## config.mk

```make
export PLATFORM = sky130hd
export DESIGN_NAME = bin2bcd_seq_flat
export DESIGN_NICKNAME = d
export VERILOG_FILES = /design/src/rtl/bin2bcd_seq_if.sv /design/src/rtl/bin2bcd_seq.sv /design/src/flat_wrapper.sv
export SDC_FILE = /design/constraint.sdc
export NUM_CORES = 1
export LEC_CHECK = 0
export BUFFER_PORTS_ARGS = -buffer_cell sky130_fd_sc_hd__buf_2
export CAP_MARGIN = 20
export CORE_AREA = 2 2 99 125
export DETAILED_ROUTE_END_ITERATION = 8
export DIE_AREA = 0 0 101 127
export PLACE_DENSITY_LB_ADDON = 0.3
export SLEW_MARGIN = 30
export SYNTH_ARGS = -nofsm -noshare
export SYNTH_HDL_FRONTEND = slang
export SYNTH_SLANG_ARGS = --single-unit
```

## constraint.sdc

```tcl
create_clock -name clk -period 1.3 [get_ports clk]
set_input_delay 0.065 -clock clk [delete_from_list [all_inputs] [get_ports clk]]
set_output_delay 0.065 -clock clk [all_outputs]
set_load 0.005 [all_outputs]
```

## src/rtl/bin2bcd_seq_if.sv

```systemverilog
// Request/result bundle between a binary source and the BCD converter.
interface bin2bcd_seq_if #(
  parameter int unsigned BIN_W  = 27,
  parameter int unsigned DIGITS = 8
);
  logic                  start;
  logic [BIN_W-1:0]      bin;
  logic                  busy;
  logic                  valid;
  logic                  overflow;
  logic [4*DIGITS-1:0]   bcd;

  modport master (
    output start, bin,
    input  busy, valid, overflow, bcd
  );

  modport slave (
    input  start, bin,
    output busy, valid, overflow, bcd
  );
endinterface

```

## src/rtl/bin2bcd_seq.sv

```systemverilog
// Sequential double-dabble binary-to-packed-BCD converter, one shift per clock.
// The result register holds the last conversion so a downstream display stays steady.
module bin2bcd_seq #(
  parameter int unsigned BIN_W  = 27,
  parameter int unsigned DIGITS = 8,
  parameter int unsigned CNT_W  = 5
) (
  input logic           clk,
  input logic           reset,
  bin2bcd_seq_if.slave  bus
);

  localparam int unsigned BcdW = 4 * DIGITS;

  typedef enum logic [1:0] {StIdle, StShift, StDone} state_e;

  state_e            state_q, state_d;
  logic [BIN_W-1:0]  shreg_q, shreg_d;
  logic [BcdW-1:0]   scratch_q, scratch_d;
  logic [CNT_W-1:0]  cnt_q, cnt_d;
  logic              ovf_q, ovf_d;
  logic              busy_q, busy_d;
  logic              valid_q, valid_d;
  logic              overflow_q, overflow_d;
  logic [BcdW-1:0]   bcd_q, bcd_d;
  logic [BcdW-1:0]   adj;

  // Add-3 correction: every digit >= 5 gets +3 before the shift, all digits in parallel.
  always_comb begin
    adj = scratch_q;
    for (int i = 0; i < int'(DIGITS); i++) begin
      if (scratch_q[4*i +: 4] >= 4'd5) begin
        adj[4*i +: 4] = scratch_q[4*i +: 4] + 4'd3;
      end
    end
  end

  // Next-state logic for the conversion sequencer and the result registers.
  always_comb begin
    state_d    = state_q;
    shreg_d    = shreg_q;
    scratch_d  = scratch_q;
    cnt_d      = cnt_q;
    ovf_d      = ovf_q;
    busy_d     = busy_q;
    valid_d    = 1'b0;
    bcd_d      = bcd_q;
    overflow_d = overflow_q;
    case (state_q)
      StIdle: begin
        if (bus.start) begin
          shreg_d   = bus.bin;
          scratch_d = '0;
          ovf_d     = 1'b0;
          cnt_d     = '0;
          busy_d    = 1'b1;
          state_d   = StShift;
        end
      end
      StShift: begin
        scratch_d = {adj[BcdW-2:0], shreg_q[BIN_W-1]};
        shreg_d   = {shreg_q[BIN_W-2:0], 1'b0};
        // A one leaving the top digit means the value no longer fits in DIGITS digits.
        if (adj[BcdW-1]) begin
          ovf_d = 1'b1;
        end
        cnt_d = cnt_q + CNT_W'(1);
        if (cnt_q == CNT_W'(BIN_W - 1)) begin
          state_d = StDone;
        end
      end
      StDone: begin
        bcd_d      = ovf_q ? {DIGITS{4'h9}} : scratch_q;
        overflow_d = ovf_q;
        valid_d    = 1'b1;
        busy_d     = 1'b0;
        state_d    = StIdle;
      end
      default: state_d = StIdle;
    endcase
  end

  // State and output registers with synchronous reset.
  always_ff @(posedge clk) begin
    if (reset) begin
      state_q    <= StIdle;
      shreg_q    <= '0;
      scratch_q  <= '0;
      cnt_q      <= '0;
      ovf_q      <= 1'b0;
      busy_q     <= 1'b0;
      valid_q    <= 1'b0;
      overflow_q <= 1'b0;
      bcd_q      <= '0;
    end else begin
      state_q    <= state_d;
      shreg_q    <= shreg_d;
      scratch_q  <= scratch_d;
      cnt_q      <= cnt_d;
      ovf_q      <= ovf_d;
      busy_q     <= busy_d;
      valid_q    <= valid_d;
      overflow_q <= overflow_d;
      bcd_q      <= bcd_d;
    end
  end

  assign bus.busy     = busy_q;
  assign bus.valid    = valid_q;
  assign bus.overflow = overflow_q;
  assign bus.bcd      = bcd_q;

endmodule

```

## src/flat_wrapper.sv

```systemverilog
// flat-port wrapper written by rule: the top's interface ports become plain ports
module bin2bcd_seq_flat 
#(
  parameter int unsigned BIN_W  = 27,
  parameter int unsigned DIGITS = 8,
  parameter int unsigned CNT_W  = 5
)
  (clk, reset, bus_start, bus_bin, bus_busy, bus_valid, bus_overflow, bus_bcd);
  bin2bcd_seq_if #(.BIN_W(BIN_W), .DIGITS(DIGITS)) bus_i ();
  input logic clk;
  input logic reset;
  input wire logic [$bits(bus_i.start)-1:0] bus_start;
  input wire logic [$bits(bus_i.bin)-1:0] bus_bin;
  output wire logic [$bits(bus_i.busy)-1:0] bus_busy;
  output wire logic [$bits(bus_i.valid)-1:0] bus_valid;
  output wire logic [$bits(bus_i.overflow)-1:0] bus_overflow;
  output wire logic [$bits(bus_i.bcd)-1:0] bus_bcd;
  assign bus_i.start = bus_start;
  assign bus_i.bin = bus_bin;
  assign bus_busy = bus_i.busy;
  assign bus_valid = bus_i.valid;
  assign bus_overflow = bus_i.overflow;
  assign bus_bcd = bus_i.bcd;
  bin2bcd_seq #(.BIN_W(BIN_W), .DIGITS(DIGITS), .CNT_W(CNT_W)) u_core (.clk(clk), .reset(reset), .bus(bus_i));
endmodule
```

# Word level (Yosys, flattened, before mapping)
# Index checks and enable logic that the tools add are counted.
# totals
regBits	102
in_bits	30
output_inout_bits	35
elab_cells	63
# op_classes
addsub	9
n_lt_le_gt_ge	8
n_eq_ne	6
muxes	24
n_reduce_logical	7
# op_table
cell	count
$mux W32	2
$pmux W32 S2	1
$pmux W27 S2	1
$add A4 B2 Y4 const B	8
$ge A4 B3 Y1 const B	8
$mux W4	8
$mux W27	1
$pmux W5 S2	1
$reduce_and A2 Y1	3
$add A5 B1 Y5 const B	1
$eq A5 B5 Y1 const B	1
$mux W5	1
$mux W1	4
$mux W2	2
$ne A2 B1 Y1 const B	2
$pmux W1 S2	2
$pmux W2 S2	1
$reduce_bool A2 Y1	2
$reduce_and A3 Y1	1
$eq A2 B1 Y1 const B	1
$eq A2 B2 Y1 const B	1
$logic_not A2 Y1	1
$ne A2 B2 Y1 const B	1

# Longest topological paths before layout
# Gate-level depths: netlist (run 1).
# depth
word_depth	4
mapped_depth	6
depth_no_buf	6

# Least setup slack after synthesis (run 1)
# Ideal clock, no wire load.
# synth_path
kind	reg2reg
startpoint	register u_core.scratch_q[29]
endpoint	register u_core.scratch_q[30]
setup_time_ns	0.067
arrival_time_ns	1.377
t_required_ns	1.233
path_slack_ns	-0.144
path_stages_with_launch	7
n_path_buf	0
synth_period_minus_slack_ns	1.444
path_cell_list	dfxtp_1 inv_1 ha_1 nand2b_1 a21oi_1 mux2_2 o21ai_2
# synth_via
elab_chain_len	3
word_cells_on_any_way	4
cone_classes	add/sub: 1; order compare: 1; mux: 2
# synth_rtl
item	line_no	text
from (decl)	bin2bcd_seq.sv:19	logic [BcdW-1:0] scratch_q, scratch_d;
from (signal assigned)	bin2bcd_seq.sv:98	scratch_q <= scratch_d;
$add A4 B2 Y4 / $ge A4 B3 Y1 (equally long branches)	bin2bcd_seq.sv:33, bin2bcd_seq.sv:32	
$mux W4 (*)	bin2bcd_seq.sv:32	if (scratch_q[4*i +: 4] >= 4'd5) begin
$pmux W32 S2 (*)	bin2bcd_seq.sv:49	case (state_q)
# Every way passes the cells marked *; elsewhere a longest branch is shown, timed or not.
# A chain may end at the register's enable or synchronous reset.

# Worst setup path in the final report (run 1)
# layout_path
startpoint	register u_core.scratch_q[20]
endpoint	register u_core.scratch_q[21]
# Same word-level chain as after synthesis.

==> flow_summary.html, run 1 <==
<table>
<tr><th>Metric</th><th>Value</th></tr>
<tr><th colspan="2">Die</th></tr>
<tr><td>Die W</td><td>101 um</td></tr>
<tr><td>Num ports</td><td>65</td></tr>
<tr><td>Row cnt</td><td>44</td></tr>
<tr><td>Overall die area</td><td>12,830 um2</td></tr>
<tr><td>Core footprint</td><td>11,560 um2</td></tr>
<tr><td>Chip height</td><td>127 um</td></tr>
<tr><td>Effective utilization at floorplan</td><td>37.54%</td></tr>
<tr><th colspan="2">Critical path</th></tr>
<tr><td>WP data required</td><td>1530 ps</td></tr>
<tr><td>Crit path arrival time</td><td>around 1700 ps</td></tr>
<tr><td>Critical path peak fanout</td><td>3</td></tr>
<tr><td>Worst Setup End Kind</td><td>flip-flop</td></tr>
<tr><td>Worst setup path category</td><td>flip-flop to flip-flop</td></tr>
<tr><td>Category of the worst setup path launch point</td><td>flip-flop</td></tr>
<tr><th colspan="2">Cells and area</th></tr>
<tr><td>Number of inserted filler cells in the final layout</td><td>962</td></tr>
<tr><td>Area added between synthesis and finish</td><td>50.97%</td></tr>
<tr><td>Cell Count, Final, Fillers Out</td><td>764</td></tr>
<tr><td>Ant. Diodes</td><td>0</td></tr>
<tr><td>Net total in the final layout</td><td>671</td></tr>
<tr><td>Proportion of layout cells with a drive suffix above 1</td><td>48.88%</td></tr>
<tr><th colspan="2">Synthesis</th></tr>
<tr><td>Share of flip-flops with an asynchronous set or reset after synthesis</td><td>0%</td></tr>
<tr><td>Number of flops mapped to enable cells by yosys</td><td>0</td></tr>
<tr><td>Avg Inst Size Synth</td><td>9.119 um2</td></tr>
<tr><td>Top-area cell type share of the netlist area</td><td>47.05%</td></tr>
<tr><td>Count of yosys warnings during synthesis</td><td>0</td></tr>
<tr><td>Mapped Area</td><td>4340 um2</td></tr>
<tr><td>Largest area contributor in the synthesized netlist</td><td>sky130_fd_sc_hd__dfxtp_1</td></tr>
<tr><td>Sequential share of the synthesized area</td><td>47.05%</td></tr>
<tr><td>Unique masters post-synth</td><td>39</td></tr>
<tr><td>Register bit total from synthesis</td><td>about 100</td></tr>
<tr><td>Number of cells produced by synthesis</td><td>476</td></tr>
<tr><td>Synth Flop Type</td><td>sky130_fd_sc_hd__dfxtp_1</td></tr>
<tr><td>Top cells by area, synth</td><td>sky130_fd_sc_hd__dfxtp_1 (47%), sky130_fd_sc_hd__ha_1 (5.2%), sky130_fd_sc_hd__a22o_1 (5.0%)</td></tr>
<tr><td>Post-synthesis net count</td><td>524</td></tr>
<tr><th colspan="2">Detailed routing</th></tr>
<tr><td>Iter 0 DRT Violations</td><td>about 240</td></tr>
<tr><td>Detail-routed net length per standard cell</td><td>~17 um</td></tr>
<tr><td>Detailed-routing wirelength on met1</td><td>5740 um</td></tr>
<tr><td>Highest layer used for signal routing</td><td>met4</td></tr>
<tr><td>Ratio of routed vias to standard cells</td><td>about 5.4</td></tr>
<tr><td>Vias</td><td>between 4,000 and 5,000</td></tr>
<tr><td>Amount of wire on met2 after detailed routing</td><td>6864 um</td></tr>
<tr><td>Number of antenna-violating nets in the routed design</td><td>0</td></tr>
<tr><td>Final wirelength</td><td>13,320 um</td></tr>
<tr><td>DRC Markers</td><td>0</td></tr>
<tr><td>Number of iterations in the first detailed-routing pass</td><td>4</td></tr>
<tr><td>Met3 wire len</td><td>around 530 um</td></tr>
<tr><th colspan="2">Clock network</th></tr>
<tr><td>Count of clock tree sinks</td><td>roughly 100</td></tr>
<tr><td>Total number of H-tree levels</td><td>3</td></tr>
<tr><td>Total CTS buffers</td><td>9</td></tr>
<tr><td>Clock latency at the later pin of the worst-skew pair</td><td>340 ps</td></tr>
<tr><td>Worst-case clock buffer depth</td><td>2</td></tr>
<tr><td>Clock Pin Slew Worst Setup and Hold Paths</td><td>70 ps</td></tr>
<tr><td>CTS root buffer</td><td>sky130_fd_sc_hd__clkbuf_16</td></tr>
<tr><td>TritonCTS clock tree</td><td>done</td></tr>
<tr><th colspan="2">Placed design</th></tr>
<tr><td># placed instances</td><td>712</td></tr>
<tr><td>HPWL after detailed placement</td><td>8061 um</td></tr>
<tr><td>Count of input and output buffers</td><td>64</td></tr>
<tr><td>Routability-driven placement congestion ratio</td><td>~0.77</td></tr>
<tr><th colspan="2">Timing</th></tr>
<tr><td>Slew headroom</td><td>70.60%</td></tr>
<tr><td>Post-Route Hold Slack</td><td>around 15 ps</td></tr>
<tr><td>Hold violation count in the final report</td><td>0</td></tr>
<tr><td>Period minus WS final</td><td>between 1000 and 1500 ps</td></tr>
<tr><td>Clock skew after layout</td><td>9.268 ps</td></tr>
<tr><td>Highest clock frequency the design can meet</td><td>672.3 MHz</td></tr>
<tr><td>Setup tns final</td><td>-3977 ps</td></tr>
<tr><td>Final setup violating endpoints</td><td>59</td></tr>
<tr><td>Slew Viols, Final</td><td>0</td></tr>
<tr><td>Final critical-path share of the clock period</td><td>114.4%</td></tr>
<tr><td>Setup repair after global routing missed its margin</td><td>true</td></tr>
<tr><td>Crit path setup slack, layout</td><td>-187.5 ps</td></tr>
<tr><td>Transition at the pin with the smallest max-transition slack</td><td>441.0 ps</td></tr>
<tr><th colspan="2">Run status</th></tr>
<tr><td>Violations in the final reports</td><td>setup timing</td></tr>
<tr><td>Status</td><td>finished, violations left</td></tr>
<tr><th colspan="2">Power</th></tr>
<tr><td>Total power divided by cell area</td><td>1022 nW/um2</td></tr>
<tr><td>Peak supply drop</td><td>approximately 0.00068 V</td></tr>
<tr><td>LEAKAGE</td><td>0.002717 uW</td></tr>
<tr><th colspan="2">Worst hold path</th></tr>
<tr><td>Worst min-delay path category</td><td>primary input to flip-flop</td></tr>
<tr><th colspan="2">GRT</th></tr>
<tr><td>Global-route wire length before repair</td><td>19,340 um</td></tr>
<tr><td>Largest net degree at the start of global routing</td><td>39</td></tr>
<tr><td>Antenna violations before repair</td><td>0</td></tr>
<tr><td>Global-route total usage across every layer</td><td>18.89%</td></tr>
<tr><td>Overflow left after global routing</td><td>0</td></tr>
<tr><td>Via count of the first global-routing pass</td><td>3,890</td></tr>
<tr><th colspan="2">Run</th></tr>
<tr><td>Max Cap Viol</td><td>0</td></tr>
</table>
worst paths after layout:
path / start / endpoint / slack [ps] / cells past startpoint
hold reg to reg: u_core.shreg_q[18] / u_core.shreg_q[18] / 450 / 2
setup reg to reg: u_core.scratch_q[20] / u_core.scratch_q[21] / -190 / 7
setup / recovery: u_core.scratch_q[20] / u_core.scratch_q[21] / -190 / 7
hold / removal: bus_bin[21] / u_core.shreg_q[21] / 20 / 3
layout by cell type, fill, tap and decap left out, types with 12 or more instances in the layout:
cell                        instances
sky130_fd_sc_hd__dfxtp_1           86
sky130_fd_sc_hd__buf_2             65
sky130_fd_sc_hd__buf_4             64
sky130_fd_sc_hd__nand2_1           40
sky130_fd_sc_hd__nor3_1            38
sky130_fd_sc_hd__nor2_1            35
sky130_fd_sc_hd__a22o_1            25
sky130_fd_sc_hd__a21oi_1           18
sky130_fd_sc_hd__o21ai_2           17
sky130_fd_sc_hd__buf_6             16
sky130_fd_sc_hd__a22oi_1           13
sky130_fd_sc_hd__dfxtp_2           13
sky130_fd_sc_hd__ha_4              12
sky130_fd_sc_hd__clkbuf_16         12
area by class of cell:
cell class	count	area, um2	share of cell area [%]
multi-input cells	329	2689	41.03
repair buffers	163	1266	19.32
inverters	18	80.08	1.222
clock buffers	13	270.3	4.124
flip-flops and latches	102	2069	31.58
well taps	138	172.7	2.635
clock inverters	1	5.005	0.07638
repair_timing:
item	4_1_cts	5_1_grt
endpoints found under the setup margin	94	72
hold endpoints to repair	8	0
setup buffers	12	11
hold buffers	8	0
resized for setup	83	98
pin swaps	31	48
cloned	3	5
Yosys cell counts (4+ instances only):
cell type,count
sky130_fd_sc_hd__dfxtp_1,102
sky130_fd_sc_hd__nand2_1,48
sky130_fd_sc_hd__nor3_1,43
sky130_fd_sc_hd__a21oi_1,36
sky130_fd_sc_hd__nor2_1,36
sky130_fd_sc_hd__a22o_1,25
sky130_fd_sc_hd__a22oi_1,21
sky130_fd_sc_hd__ha_1,18
sky130_fd_sc_hd__inv_1,18
sky130_fd_sc_hd__o21ai_0,17
sky130_fd_sc_hd__buf_2,14
sky130_fd_sc_hd__nand2b_1,10
sky130_fd_sc_hd__nand3_1,9
sky130_fd_sc_hd__o21ai_2,9
sky130_fd_sc_hd__xor2_1,9
sky130_fd_sc_hd__xnor2_1,8
sky130_fd_sc_hd__mux2i_1,7
sky130_fd_sc_hd__o31ai_1,7
sky130_fd_sc_hd__buf_4,5
sky130_fd_sc_hd__nor4_1,5
sky130_fd_sc_hd__clkbuf_1,4
power breakdown:
| group | total [uW] | switching (uW) | internal, uW |
|---|---|---|---|
| Combinational | 854 | 452 | 402 |
| Sequential | 3270 | 63.7 | 3210 |
| Clock | 2570 | 1140 | 1430 |
| Total | 6690 | 1650 | 5040 |
routing by layer:
layer	global-route usage, %	vias to the layer above
li1	-	1965
met1	24.91	2040
met2	31.61	90
met3	3.556	15
met4	5.167	0
met5	0	-
stage by stage:
step	utilization, %	power, uW	worst slack, ps	cell area [um2]
2_1_floorplan	-	3652	-30.71	4377
3_3_place_gp	44.97	3872	-166.0	5199
3_5_place_dp	44.97	3886	-210.1	5199
4_1_cts	51.62	6553	-69.90	5968
5_1_grt	56.68	6930	-231.2	6553
6_report	56.68	6695	-187.5	6553
critical path: stages, from the launching register on:
cell                       delay (ps)
sky130_fd_sc_hd__dfxtp_1          460
sky130_fd_sc_hd__inv_2            100
sky130_fd_sc_hd__ha_4             190
sky130_fd_sc_hd__nand2b_4          70
sky130_fd_sc_hd__a21oi_4           60
sky130_fd_sc_hd__buf_4            170
sky130_fd_sc_hd__xnor2_1          250
sky130_fd_sc_hd__o21ai_2           90
sequential cells by signal, summed over array words and instances (netlist names):
register             cells
u_core.bus.overflow      1
u_core.state_q           2
u_core.bus.busy          1
u_core.ovf_q             1
u_core.cnt_q             5
u_core.bus.valid         1
u_core.shreg_q          27
u_core.scratch_q        32
u_core.bus.bcd          32
cells by family after synthesis:
logic type      count (synthesis)  share of synthesized area (%)
simple gates                  167                          18.80
xor+xnor                       17                          3.431
flops                         102                          47.05
buf+inv                        46                          5.333
fa+ha+maj                      18                          5.189
mux                             8                          1.874
compound gates                118                          18.33
No activity file was read; power rests on OpenSTA's default activity.
==> run 2: changes to the inputs <==
CORE_AREA = 3 3 100 126   (was 2 2 99 125)
DIE_AREA = 0 0 103 129   (was 0 0 101 127)
SKIP_LAST_GASP = 1   (was not set)
==> run 2 against run 1 <==
Against the previous run: the flow still finishes with violations (setup timing); non-clock buffer count fell by 4; sequential cell count did not move; count of clock-buffer cells in the layout fell by 4; die area rose by 3.6%; clock skew barely moved; clock power rose by 21%; first-iteration DRC count fell by 46%; global-route usage fell by 0.66 points; via count fell by 4.5%; highest routed layer unchanged.
==> flow_summary.html, run 2 (synthesis results as in run 1) <==
<table>
<tr><th>Metric</th><th>Value</th></tr>
<tr><th colspan="2">Run status</th></tr>
<tr><td>Status</td><td>finished, violations left (unchanged)</td></tr>
<tr><td>Violations in the final reports</td><td>setup timing (unchanged)</td></tr>
<tr><th colspan="2">Die</th></tr>
<tr><td>Row cnt</td><td>44 (unchanged)</td></tr>
<tr><td>Effective utilization at floorplan</td><td>37.54% (unchanged)</td></tr>
<tr><td>Core footprint</td><td>11,560 um2 (unchanged)</td></tr>
<tr><td>Overall die area</td><td>13,290 um2 (was 12,830 um2)</td></tr>
<tr><td>Die W</td><td>103 um (was 101 um)</td></tr>
<tr><td>Chip height</td><td>129 um (was 127 um)</td></tr>
<tr><td>Num ports</td><td>65 (unchanged)</td></tr>
<tr><th colspan="2">Timing</th></tr>
<tr><td>Final critical-path share of the clock period</td><td>103.5% (was 114.4%)</td></tr>
<tr><td>Final setup violating endpoints</td><td>37 (was 59)</td></tr>
<tr><td>Hold violation count in the final report</td><td>0 (unchanged)</td></tr>
<tr><td>Slew Viols, Final</td><td>0 (unchanged)</td></tr>
<tr><td>Clock skew after layout</td><td>9.146 ps (was 9.268 ps)</td></tr>
<tr><td>Post-Route Hold Slack</td><td>5.476 ps (was 15.06 ps)</td></tr>
<tr><td>Setup repair after global routing missed its margin</td><td>true (unchanged)</td></tr>
<tr><td>Transition at the pin with the smallest max-transition slack</td><td>495.3 ps (was 441.0 ps)</td></tr>
<tr><td>Crit path setup slack, layout</td><td>-45.55 ps (was -187.5 ps)</td></tr>
<tr><td>Slew headroom</td><td>66.98% (was 70.60%)</td></tr>
<tr><td>Period minus WS final</td><td>1346 ps (was 1488 ps)</td></tr>
<tr><td>Highest clock frequency the design can meet</td><td>743.2 MHz (was 672.3 MHz)</td></tr>
<tr><th colspan="2">Critical path</th></tr>
<tr><td>Crit path arrival time</td><td>1640 ps (was 1720 ps)</td></tr>
<tr><td>Critical path peak fanout</td><td>3 (unchanged)</td></tr>
<tr><td>WP data required</td><td>1590 ps (was 1530 ps)</td></tr>
<tr><td>Worst setup path category</td><td>flip-flop to flip-flop (unchanged)</td></tr>
<tr><td>Cell at the slowest stage of the critical path</td><td>sky130_fd_sc_hd__dfxtp_2 (was sky130_fd_sc_hd__dfxtp_1)</td></tr>
<tr><td>Number of buffers and inverters on the critical path</td><td>1 (was 2)</td></tr>
<tr><td>Cell-by-cell listing of the critical path</td><td>inv_4, ha_4, nand2b_4, a21oi_4, mux2_4, o21ai_2 (was inv_2, ha_4, nand2b_4, a21oi_4, buf_4, xnor2_1, o21ai_2)</td></tr>
<tr><td>Cell class contributing the biggest share of worst-path delay</td><td>flip-flops (unchanged)</td></tr>
<tr><td>Worst Setup End Kind</td><td>flip-flop (unchanged)</td></tr>
<tr><td>Maximum cell stage delay along the critical path</td><td>350 ps (was 460 ps)</td></tr>
<tr><td>Category of the worst setup path launch point</td><td>flip-flop (unchanged)</td></tr>
<tr><th colspan="2">Detailed routing</th></tr>
<tr><td>DRC Markers</td><td>0 (unchanged)</td></tr>
<tr><td>Iter 0 DRT Violations</td><td>131 (was 244)</td></tr>
<tr><td>Vias</td><td>3,925 (was 4,110)</td></tr>
<tr><td>Number of iterations in the first detailed-routing pass</td><td>4 (unchanged)</td></tr>
<tr><td>Detail-routed net length per standard cell</td><td>15.66 um (was 17.44 um)</td></tr>
<tr><td>Final wirelength</td><td>11,940 um (was 13,320 um)</td></tr>
<tr><td>Number of antenna-violating nets in the routed design</td><td>0 (unchanged)</td></tr>
<tr><td>Ratio of routed vias to standard cells</td><td>5.151 (was 5.380)</td></tr>
<tr><th colspan="2">Power</th></tr>
<tr><td>Net load switching power</td><td>1650 uW (was 1654 uW)</td></tr>
<tr><td>Portion of total power attributed to combinational logic</td><td>10.1% (was 12.8%)</td></tr>
<tr><td>Share of total power in sequential cells</td><td>45.9% (was 48.8%)</td></tr>
<tr><td>Total power divided by cell area</td><td>1136 nW/um2 (was 1022 nW/um2)</td></tr>
<tr><td>Clock power share</td><td>43.9% (was 38.4%)</td></tr>
<tr><td>Peak supply drop</td><td>0.0008981 V (was 0.0006771 V)</td></tr>
<tr><td>Int Pwr</td><td>5427 uW (was 5041 uW)</td></tr>
<tr><td>LEAKAGE</td><td>0.002617 uW (was 0.002717 uW)</td></tr>
<tr><td>Proportion of total power due to net switching</td><td>23.31% (was 24.70%)</td></tr>
<tr><th colspan="2">Cells and area</th></tr>
<tr><td>Ant. Diodes</td><td>0 (unchanged)</td></tr>
<tr><td>Net total in the final layout</td><td>667 (was 671)</td></tr>
<tr><td>Multi-input logic area</td><td>2374 um2 (was 2689 um2)</td></tr>
<tr><td>Number of inserted filler cells in the final layout</td><td>1,044 (was 962)</td></tr>
<tr><td>Proportion of layout cells with a drive suffix above 1</td><td>38.62% (was 48.88%)</td></tr>
<tr><td>Most common cell after layout, fill and taps aside</td><td>sky130_fd_sc_hd__dfxtp_1 (unchanged)</td></tr>
<tr><td>Sequential cell area</td><td>2074 um2 (was 2069 um2)</td></tr>
<tr><td>Area added between synthesis and finish</td><td>43.53% (was 50.97%)</td></tr>
<tr><td>Final core occ</td><td>53.89% (was 56.68%)</td></tr>
<tr><td>Commonest cells after routing, fill and taps aside</td><td>sky130_fd_sc_hd__dfxtp_1 (86), sky130_fd_sc_hd__buf_4 (64), sky130_fd_sc_hd__buf_2 (64) (was sky130_fd_sc_hd__dfxtp_1 (86), sky130_fd_sc_hd__buf_2 (65), sky130_fd_sc_hd__buf_4 (64))</td></tr>
<tr><td>Non-Filler Cell Area, Final</td><td>6230 um2 (was 6553 um2)</td></tr>
<tr><td>Cell Count, Final, Fillers Out</td><td>762 (was 764)</td></tr>
<tr><th colspan="2">Clock network</th></tr>
<tr><td>CTS root buffer</td><td>sky130_fd_sc_hd__clkbuf_16 (unchanged)</td></tr>
<tr><td>Clock Pin Slew Worst Setup and Hold Paths</td><td>70 ps (about the same)</td></tr>
<tr><td>Worst-case clock buffer depth</td><td>2 (unchanged)</td></tr>
<tr><td>Total number of H-tree levels</td><td>3 (unchanged)</td></tr>
<tr><td>Total CTS buffers</td><td>9 (unchanged)</td></tr>
<tr><td>Clock latency at the later pin of the worst-skew pair</td><td>360 ps (was 340 ps)</td></tr>
<tr><td>Count of clock tree sinks</td><td>102 (unchanged)</td></tr>
<tr><td>TritonCTS clock tree</td><td>done (unchanged)</td></tr>
<tr><th colspan="2">Placed design</th></tr>
<tr><td>HPWL after detailed placement</td><td>8032 um (was 8061 um)</td></tr>
<tr><td>Area after DPL</td><td>5276 um2 (was 5199 um2)</td></tr>
<tr><td># placed instances</td><td>719 (was 712)</td></tr>
<tr><td>Count of input and output buffers</td><td>64 (unchanged)</td></tr>
<tr><td>Pre-CTS worst setup slack</td><td>-122.3 ps (was -210.1 ps)</td></tr>
<tr><td>Routability-driven placement congestion ratio</td><td>0.8056 (was 0.7659)</td></tr>
<tr><th colspan="2">Run</th></tr>
<tr><td>Max Cap Viol</td><td>0 (unchanged)</td></tr>
<tr><th colspan="2">Worst hold path</th></tr>
<tr><td>Worst min-delay path category</td><td>primary input to flip-flop (unchanged)</td></tr>
<tr><th colspan="2">GRT</th></tr>
<tr><td>Largest net degree at the start of global routing</td><td>26 (was 39)</td></tr>
<tr><td>Global-route wire length before repair</td><td>18,810 um (was 19,340 um)</td></tr>
<tr><td>Global-route total usage across every layer</td><td>18.23% (was 18.89%)</td></tr>
<tr><td>Overflow left after global routing</td><td>0 (unchanged)</td></tr>
<tr><td>Antenna violations before repair</td><td>0 (unchanged)</td></tr>
<tr><td>Via count of the first global-routing pass</td><td>3,862 (was 3,890)</td></tr>
</table>
## run 2: cell types whose count changed in the layout (fill, tap and decap cells not counted), moves of 7 or more
cell,previous run,this run
sky130_fd_sc_hd__a21oi_1,18,27
sky130_fd_sc_hd__a21oi_2,10,1
sky130_fd_sc_hd__nand2_1,40,48
sky130_fd_sc_hd__a22oi_1,13,20
sky130_fd_sc_hd__a22oi_2,8,1
sky130_fd_sc_hd__dlygate4sd3_1,8,15
sky130_fd_sc_hd__o21ai_1,2,9
## run 2: routing by layer
layer / vias up / wire length (um) / GRT usage (%)
met1: 1864 / 5039 / 22.07
met5: - / 0 / 0
met2: 78 / 6102 / 30.98
met3: 18 / 497 / 2.928
met4: 0 / 295 / 8.918
li1: 1965 / - / -
## run 2: per-stage QoR
stage	TNS, ps	total power [uW]
6_report	-695.9	7077
5_1_grt	-4969	7317
4_1_cts	-311.1	7086
3_5_place_dp	-3574	3928
3_3_place_gp	-1531	3917
2_1_floorplan	-30.71	3652
## run 2: path summary, 6_finish.rpt
kind,from,end,slack (ps),depth (start not counted)
max reg2reg,u_core.scratch_q[29],u_core.scratch_q[30],-50,6
max,u_core.scratch_q[29],u_core.scratch_q[30],-50,6
min,bus_bin[11],u_core.shreg_q[11],5,3
min reg2reg,u_core.shreg_q[11],u_core.shreg_q[12],440,2
## run 2: final cells by class
class | count | area share (%)
repair buffers | 159 | 19.08
well taps | 138 | 2.772
flip-flops and latches | 102 | 33.30
clock buffers | 9 | 3.615
clock inverters | 7 | 1.928
multi-input cells | 329 | 38.10
inverters | 18 | 1.205
## run 2: power by group through the flow
stage	combinational [uW]	clock, uW	sequential, uW
5_1_grt	784	3270	3260
4_1_cts	674	3160	3260
6_report	716	3110	3250
3_5_place_dp	599	0	3330
3_3_place_gp	592	0	3330
2_1_floorplan	332	0	3320
## run 2: repair_timing
action | CTS | global route
endpoints found under the hold margin | 15 | 0
pin swaps | 22 | 16
setup endpoints to repair | 83 | 90
hold buffers | 15 | 0
gates resized for setup | 59 | 37
buffers inserted | 7 | 2
gates cloned | 1 | 2
## run 2: worst register-to-register path, cell delays in order (launching register included)
cell and delay, ps:
sky130_fd_sc_hd__dfxtp_2 350, sky130_fd_sc_hd__inv_4 50, sky130_fd_sc_hd__ha_4 140, sky130_fd_sc_hd__nand2b_4 140, sky130_fd_sc_hd__a21oi_4 190, sky130_fd_sc_hd__mux2_4 320, sky130_fd_sc_hd__o21ai_2 90
